[config.mk]
export PLATFORM = sky130hd
export DESIGN_NAME = mcdt_rr_arb_n
export DESIGN_NICKNAME = d
export VERILOG_FILES = /design/src/rtl/mcdt_arb_pkg.sv /design/src/rtl/mcdt_rr_pick.sv /design/src/rtl/mcdt_rr_arb_n.sv
export SDC_FILE = /design/constraint.sdc
export NUM_CORES = 1
export LEC_CHECK = 0
export ABC_AREA = 1
export BUFFER_PORTS_ARGS = -buffer_cell sky130_fd_sc_hd__buf_2
export CORE_ASPECT_RATIO = 2
export CORE_UTILIZATION = 45
export DETAILED_ROUTE_END_ITERATION = 6
export PLACE_DENSITY_LB_ADDON = 0.12
export SYNTH_ARGS = -nofsm -noshare
export SYNTH_HDL_FRONTEND = slang
export SYNTH_SLANG_ARGS = --single-unit
export TNS_END_PERCENT = 100
[constraint.sdc]
create_clock -name clk_i -period 2.3 [get_ports clk_i]
set_input_delay 0.23 -clock clk_i [delete_from_list [all_inputs] [get_ports clk_i]]
set_output_delay 0.23 -clock clk_i [all_outputs]
set_load 0.05 [all_outputs]
[src/rtl/mcdt_arb_pkg.sv]
`default_nettype none
// +----------------------------------------------------------------------+
// | mcdt_arb_pkg : shared types and constants for the round-robin arbiter |
// | Revision     : 1.0                                                   |
// +----------------------------------------------------------------------+
package mcdt_arb_pkg;

    typedef enum logic [0:0] {
        IDLE  = 1'b0,
        GRANT = 1'b1
    } arb_state_t;

    // Legacy idle-bus patterns; users resize them to the instance widths.
    localparam logic [31:0] c_IDLE_DATA = 32'hffff_ffff;
    localparam logic [3:0]  c_IDLE_ID   = 4'hf;
    localparam int          c_CNT_W     = 8;

    function automatic int rr_wrap(input int base, input int off, input int n);
        int s;
        s = base + off;
        return (s >= n) ? s - n : s;
    endfunction

endpackage
`default_nettype wire

[src/rtl/mcdt_rr_pick.sv]
`default_nettype none
// +----------------------------------------------------------------------+
// | mcdt_rr_pick : first requester at or after ptr, wrapping modulo NCH  |
// | Revision     : 1.0                                                   |
// +----------------------------------------------------------------------+
module mcdt_rr_pick
    import mcdt_arb_pkg::*;
#(
    parameter int NCH = 4,
    parameter int IDW = $clog2(NCH)
) (
    input  logic [NCH-1:0] req,
    input  logic [IDW-1:0] ptr,
    output logic [IDW-1:0] idx,
    output logic           any
);

    logic [IDW-1:0] w_cand;

    // Scan farthest-first so the nearest requester is the last one written.
    always_comb begin
        idx    = '0;
        any    = |req;
        w_cand = '0;
        for (int i = NCH - 1; i >= 0; i--) begin
            w_cand = IDW'(rr_wrap(int'(ptr), i, NCH));
            if (req[w_cand]) begin
                idx = w_cand;
            end
        end
    end

endmodule
`default_nettype wire

[src/rtl/mcdt_rr_arb_n.sv]
`default_nettype none
// +----------------------------------------------------------------------+
// | mcdt_rr_arb_n : N-channel round-robin burst arbiter, registered out  |
// |                 Optional sticky protocol check: MCDT_ARB_ERR_CHK_EN  |
// | Revision      : 1.0                                                  |
// +----------------------------------------------------------------------+
module mcdt_rr_arb_n
    import mcdt_arb_pkg::*;
#(
    parameter  int NCH       = 4,
    parameter  int DW        = 32,
    parameter  int MAX_BURST = 8,
    localparam int IDW       = $clog2(NCH)
) (
    input  logic              clk_i,
    input  logic              rst_i,
    input  logic [NCH-1:0]    slv_req_i,
    input  logic [NCH-1:0]    slv_val_i,
    input  logic [NCH*DW-1:0] slv_data_i,
    output logic [NCH-1:0]    a2s_ack_o,
    input  logic              data_rdy_i,
    output logic              data_val_o,
    output logic [IDW-1:0]    arb_id_o,
    output logic [DW-1:0]     arb_data_o,
    output logic              err_o
);

    localparam logic [DW+31:0]     c_IDLE_DATA_EXT = {{DW{1'b1}}, c_IDLE_DATA};
    localparam logic [DW-1:0]      c_IDLE_DATA_W   = c_IDLE_DATA_EXT[DW-1:0];
    localparam logic [IDW+3:0]     c_IDLE_ID_EXT   = {{IDW{1'b1}}, c_IDLE_ID};
    localparam logic [IDW-1:0]     c_IDLE_ID_W     = c_IDLE_ID_EXT[IDW-1:0];
    localparam logic [c_CNT_W-1:0] c_MAX_CNT       = c_CNT_W'(MAX_BURST);
    localparam logic [IDW-1:0]     c_LAST_CH       = IDW'(NCH - 1);

    arb_state_t         r_state, w_state_nxt;
    logic [IDW-1:0]     r_gnt, w_gnt_nxt;
    logic [IDW-1:0]     r_ptr, w_ptr_nxt;
    logic [c_CNT_W-1:0] r_cnt, w_cnt_nxt, w_cnt_inc;
    logic               r_val, w_val_nxt;
    logic [IDW-1:0]     r_id, w_id_nxt;
    logic [DW-1:0]      r_data, w_data_nxt;
    logic               w_ack_en, w_beat, w_release;
    logic [IDW-1:0]     w_pick_idx;
    logic               w_pick_any;
    logic [DW-1:0]      w_ch_data [NCH];

    generate
        for (genvar k = 0; k < NCH; k++) begin : g_unpack
            assign w_ch_data[k] = slv_data_i[k*DW +: DW];
        end
    endgenerate

    mcdt_rr_pick #(
        .NCH (NCH),
        .IDW (IDW)
    ) u_pick (
        .req (slv_req_i),
        .ptr (r_ptr),
        .idx (w_pick_idx),
        .any (w_pick_any)
    );

    always_comb begin
        w_ack_en  = (r_state == GRANT) & ~rst_i & (~r_val | data_rdy_i);
        a2s_ack_o = '0;
        if (w_ack_en) begin
            a2s_ack_o[r_gnt] = 1'b1;
        end
        w_beat    = w_ack_en & slv_val_i[r_gnt];
        w_cnt_inc = (w_beat && (r_cnt != c_MAX_CNT)) ? r_cnt + 8'd1 : r_cnt;
        // Release on the beat that fills the burst so no extra beat slips in.
        w_release = ~slv_req_i[r_gnt] | (w_cnt_inc == c_MAX_CNT);

        w_state_nxt = r_state;
        w_gnt_nxt   = r_gnt;
        w_ptr_nxt   = r_ptr;
        w_cnt_nxt   = r_cnt;
        case (r_state)
            IDLE: begin
                if (w_pick_any) begin
                    w_state_nxt = GRANT;
                    w_gnt_nxt   = w_pick_idx;
                    w_cnt_nxt   = '0;
                end
            end
            GRANT: begin
                w_cnt_nxt = w_cnt_inc;
                if (w_release) begin
                    w_state_nxt = IDLE;
                    w_ptr_nxt   = (r_gnt == c_LAST_CH) ? '0 : r_gnt + 1'b1;
                end
            end
            default: w_state_nxt = IDLE;
        endcase

        w_val_nxt  = r_val;
        w_id_nxt   = r_id;
        w_data_nxt = r_data;
        if (w_beat) begin
            w_val_nxt  = 1'b1;
            w_id_nxt   = r_gnt;
            w_data_nxt = w_ch_data[r_gnt];
        end else if (data_rdy_i) begin
            w_val_nxt  = 1'b0;
            w_id_nxt   = c_IDLE_ID_W;
            w_data_nxt = c_IDLE_DATA_W;
        end
    end

    always_ff @(posedge clk_i) begin
        if (rst_i) begin
            r_state <= IDLE;
            r_gnt   <= '0;
            r_ptr   <= '0;
            r_cnt   <= '0;
            r_val   <= 1'b0;
            r_id    <= c_IDLE_ID_W;
            r_data  <= c_IDLE_DATA_W;
        end else begin
            r_state <= w_state_nxt;
            r_gnt   <= w_gnt_nxt;
            r_ptr   <= w_ptr_nxt;
            r_cnt   <= w_cnt_nxt;
            r_val   <= w_val_nxt;
            r_id    <= w_id_nxt;
            r_data  <= w_data_nxt;
        end
    end

    assign data_val_o = r_val;
    assign arb_id_o   = r_id;
    assign arb_data_o = r_data;

`ifdef MCDT_ARB_ERR_CHK_EN
    logic r_err;

    always_ff @(posedge clk_i) begin
        if (rst_i) begin
            r_err <= 1'b0;
        end else if (|(slv_val_i & ~a2s_ack_o)) begin
            r_err <= 1'b1;
        end
    end

    assign err_o = r_err;
`else
    assign err_o = 1'b0;
`endif

endmodule
`default_nettype wire
# Word-level counts from Yosys, hierarchy flattened

Cells that the tools add are included.

$lt $le $gt $ge: 11
Reduce and logical (&&, ||, !) cells: 6
Eq/ne operators: 4
Bitwise operators: 10
Mux-type cells: 39
Add/subtract/negate cells: 9

Operator list:

| kind                                                                   | count |
|---|---|
| 32-bit 2-to-1 mux                                                      | 4 |
| 32-bit binary-select mux with 2-bit select                             | 1 |
| 2-bit 2-to-1 mux                                                       | 11 |
| 8-bit 2-to-1 mux                                                       | 2 |
| 8-bit one-hot mux with 2 select lines                                  | 1 |
| 2-bit by 3-bit < comparator with 1-bit output (second input constant)  | 5 |
| 1-bit binary-select mux with 2-bit select                              | 6 |
| 3-bit >= comparator (second input constant)                            | 4 |
| 1-bit 2-to-1 mux                                                       | 11 |
| 8-bit by 1-bit adder with 8-bit output (second input constant)         | 1 |
| 8-bit by 4-bit == test with 1-bit output (second input constant)       | 1 |
| 8-bit by 4-bit != test with 1-bit output (second input constant)       | 1 |
| 2-bit by 1-bit subtractor with 2-bit output (second input constant)    | 4 |
| 2-bit by 2-bit adder with 3-bit output (second input constant)         | 2 |
| 4-bit 2-to-1 mux                                                       | 1 |
| 1-bit NOT                                                              | 4 |
| 2-bit AND reduction                                                    | 2 |
| 4-bit OR reduction                                                     | 1 |
| 2-bit by 1-bit adder with 3-bit output (second input constant)         | 1 |
| 1-bit bitwise AND                                                      | 3 |
| 2-bit by 3-bit >= comparator with 1-bit output (second input constant) | 1 |
| 2-bit NOT with 3-bit output                                            | 1 |
| 2-bit by 1-bit adder with 2-bit output (second input constant)         | 1 |
| 1-bit demux with 2-bit select                                          | 1 |
| 7 further kinds                                                        | 9 |

Input bits: 139
Register bits: 48

# Longest topological paths before layout

Depth after elaboration: 10
Gate-level depth with buffers: 16
Depth with buffers taken out: 15

# Hierarchy

Synthesis repeated with hierarchy kept, for this count alone.

Cell total of the unflattened synthesis: 511
Area total of the unflattened synthesis: 3239.4 um2

By module, submodules not included:

| module        | cells an instance | area an instance (um2) | instances |
|---|---|---|---|
| mcdt_rr_arb_n | 465               | 3050.4                 | 1 |
| mcdt_rr_pick  | 46                | 188.9                  | 1 |

# Worst setup path after synthesis

No wires, ideal clock.

Path kind: register -> output
Start point: register r_gnt[0]
End point: output port a2s_ack_o[0]
Cell stages (with the launch flop): 8
Data required time: 2070 ps
Setup slack: 94 ps
Path buffers: 3
Arrival time: 1976 ps
Path through: dfxtp_1 -> buf_2 -> inv_2 -> clkbuf_1 -> clkbuf_1 -> ha_1 -> inv_1 -> nor2_1

Cells in the longest elaborated chain, start to end: 5
Elaborated cells on any way between the ends: 6
Classes of those cells: 2 x order compare; 3 x mux; 1 x reduce/logical

RTL lines:

| element                                                                                                                                      | line                 | text |
|---|---|---|
| start, declared                                                                                                                              | mcdt_rr_arb_n.sv:36  | `logic [IDW-1:0] r_gnt, w_gnt_nxt;` |
| start signal, assigned                                                                                                                       | mcdt_rr_arb_n.sv:121 | `r_gnt <= w_gnt_nxt;` |
| 2-bit by 3-bit < comparator with 1-bit output (implied by the code) / 2-bit by 1-bit >= comparator with 1-bit output (equally long branches) | mcdt_rr_arb_n.sv:67  | `a2s_ack_o[r_gnt] = 1'b1;` |
| 1-bit logical AND (implied by the code)                                                                                                      | mcdt_rr_arb_n.sv:67  |  |
| 1-bit 2-to-1 mux (implied by the code)                                                                                                       | mcdt_rr_arb_n.sv:67  |  |
| 1-bit demux with 2-bit select *                                                                                                              | mcdt_rr_arb_n.sv:67  |  |
| 4-bit 2-to-1 mux *                                                                                                                           | mcdt_rr_arb_n.sv:66  | `if (w_ack_en) begin` |
| end, declared                                                                                                                                | mcdt_rr_arb_n.sv:20  | `output logic [NCH-1:0] a2s_ack_o,` |

Mark *: on every way between the ends. The rest lies on a longest branch, timed or not.

# Final worst setup path

Ends and elaborated chain as after synthesis.

==> metrics.txt <==
status=finished clean; Synth Area in XOR/XNOR=0.00542; crit path DAT=~1900 ps; post-synthesis adder-cell area fraction=0.0232; CTS H-tree lvls=2; first-pass GRT wire length=~18,000 um; dpl hpwl=about 8600 um; CTS Buffer Depth=2; synthesized instance count=a little over 500; area leader, netlist=dfxtp_1; CTS sink count=48; cts repair resizes=0; # setup viols final=0; area taken by multi-input logic gates=roughly 0.0020 mm2; Leak=~2.0 nW; P&R area growth vs syn=33.8%; Final GP Congestion=roughly 0.93; DIE AREA=~0.0075 mm2; Final Slew Violations=0; Final Non-Filler Cells=around 760; setup_tns=0 ps; CP Max Fanout=a little under 70; Mapped Nets=659; Synth Area in Simple Gates=0.285; mux contribution to synthesized area=0; post-synthesis register bit count=48; Yosys top cell area share=0.297; Hold Vio Cnt, Final=0; antenna violations before repair=0; critical path class=reg -> out; max-cap violations=0; worst min-delay path class=in -> reg; most frequent cells in the layout=177 x buf_2, 101 x nand2_1, 97 x o21ai_0; Synth Flop Type=dfxtp_1; hold buffers post-CTS=0; Min Clock Period, post-route=about 2100 ps; post-route ant nets=0; die extent in x=around 62 um; CP endpoint kind=output pin; Worst-path clk slew=about 70 ps; commonest non-fill, non-tap cell in the layout=buf_2; worst skew pair latency=290 ps; # rows=43; Yosys warning count=0; vias in the first global route=approximately 4,000; I/O Pins=between 150 and 200; largest net degree at the start of global routing=70; GRT Resource Usage Total=0.311; Worst slew margin=0.565; Pwr Density=roughly 700 mW/mm2; Iter 0 DRT Violations=166; Initial Util=0.466; drt drc=0; RSZ-0062 raised after global routing=false; Worst Clk Skew=a little under 6 ps; # Post-CTS Setup Buffers=0; fin nets=around 820; Async SR Flop Fraction=0; register area=962 um2; Worst VDD drop=around 0.0005 V; CTS tree=built; total congestion overflow=0; Total Wirelength=11,300 um; Highest Clock Rate=~470 MHz; Num CTS Buffers=5; Fillers=between 600 and 700; DR vias=roughly 4,200; count of different cell masters after synthesis=35; ant diodes=0; Post-synth EDFFs=0; DRT Pass-1 Iters=4; combinational family with the most area after synthesis=compound AO/OA/AOI/OAI gates; IO Port Bufs=~180; WL/cell=about 15 um; die height=122 um; CTS Root Cell=clkbuf_16; dpl cells=753; Final period util=0.916; Seq/Total Area, Yosys=0.297; Synth area leaders=dfxtp_1 30%, o21ai_0 15%, nand2_1 12%; Critical Path RT=roughly 2100 ps; Cell Area, Synth=0.00323 mm2; syn avg cell area=around 6.3 um2; Core Area=0.00694 mm2; Via-to-Cell Ratio=about 5.5; share of layout cells above drive strength 1=0.314; CP Launch Type=register; Slew @ Worst Pin=between 600 and 700 ps; Synth Area in Compound Gates=0.289
sequential cells by signal, indices dropped and copies added (netlist names):
register / flops
arb_id_o: 2
r_ptr: 2
data_val_o: 1
r_cnt: 8
arb_data_o: 32
r_gnt: 2
r_state: 1
layout make-up:
type                       instances  area share
multi-input combinational        390       0.451
sequential                        48       0.222
timing repair buffer             186       0.220
inverter                          39      0.0353
clock buffer                       5      0.0289
tap                               90      0.0260
clock inverter                     3      0.0159
power by group:
part	total (W)	internal, W	switching (W)
logic	0.00117	0.000373	0.000794
clock network	0.000957	0.000627	0.000330
registers	0.000948	0.000892	0.0000564
total	0.00307	0.00189	0.00118
synthesized netlist by cell type, types with 2 or more instances:
| master | count |
|---|---|
| o221ai_1 | 19 |
| nor2_1 | 81 |
| nand3_1 | 22 |
| o21ai_1 | 3 |
| o21ai_0 | 97 |
| ha_1 | 6 |
| nor3_1 | 2 |
| o211ai_1 | 2 |
| a21oi_1 | 14 |
| nand4_1 | 6 |
| nand2_4 | 2 |
| dfxtp_1 | 48 |
| xor2_1 | 2 |
| inv_1 | 32 |
| nand2_2 | 2 |
| inv_2 | 4 |
| o22ai_1 | 21 |
| clkbuf_1 | 25 |
| buf_4 | 3 |
| buf_2 | 8 |
| nand2_1 | 101 |
layer usage:
layer	routed length, um	track usage	vias up
met3	504	0.0425	52
li1	-	-	2049
met2	6120	0.551	165
met1	3950	0.324	1913
met4	692	0.193	0
met5	0	0	-
cell families after synthesis:
group,count (synthesis)
flip-flops,48
buffers and inverters,76
other,1
AO/OA/AOI/OAI,161
AND/OR/NAND/NOR,220
adder cells (fa/ha/maj),6
XOR/XNOR,2
critical path, cell delays in order (launching register included):
cell	delay, ps
dfxtp_2	350
inv_2	70
buf_4	500
ha_1	250
inv_1	40
nor2_1	100
buf_2	270
per-stage QoR:
| step | power (W) | util | worst slack [ps] | area, um2 | hold slack [ps] |
|---|---|---|---|---|---|
| global route | 0.00326 | 0.623 | 33.3 | 4330 | 278 |
| finish | 0.00307 | 0.623 | 194 | 4330 | 265 |
| floorplan | 0.00178 | - | 93.7 | 3230 | 421 |
| CTS | 0.00309 | 0.623 | 154 | 4330 | 260 |
| detailed placement | 0.00213 | 0.595 | 272 | 4130 | 450 |
| global placement | 0.00211 | 0.595 | 287 | 4130 | 449 |
path summary, 6_finish.rpt:
check | cells past startpoint | slack, ps | start | end
worst max-delay path | 6 | 190 | r_gnt[0] | a2s_ack_o[0]
worst min-delay path | 2 | 270 | rst_i | r_gnt[0]
worst max register to register | 14 | 280 | r_cnt[0] | r_ptr[0]
worst min register to register | 2 | 480 | arb_data_o[13] | arb_data_o[13]
Note: power is estimated with default switching activity, not from simulation.
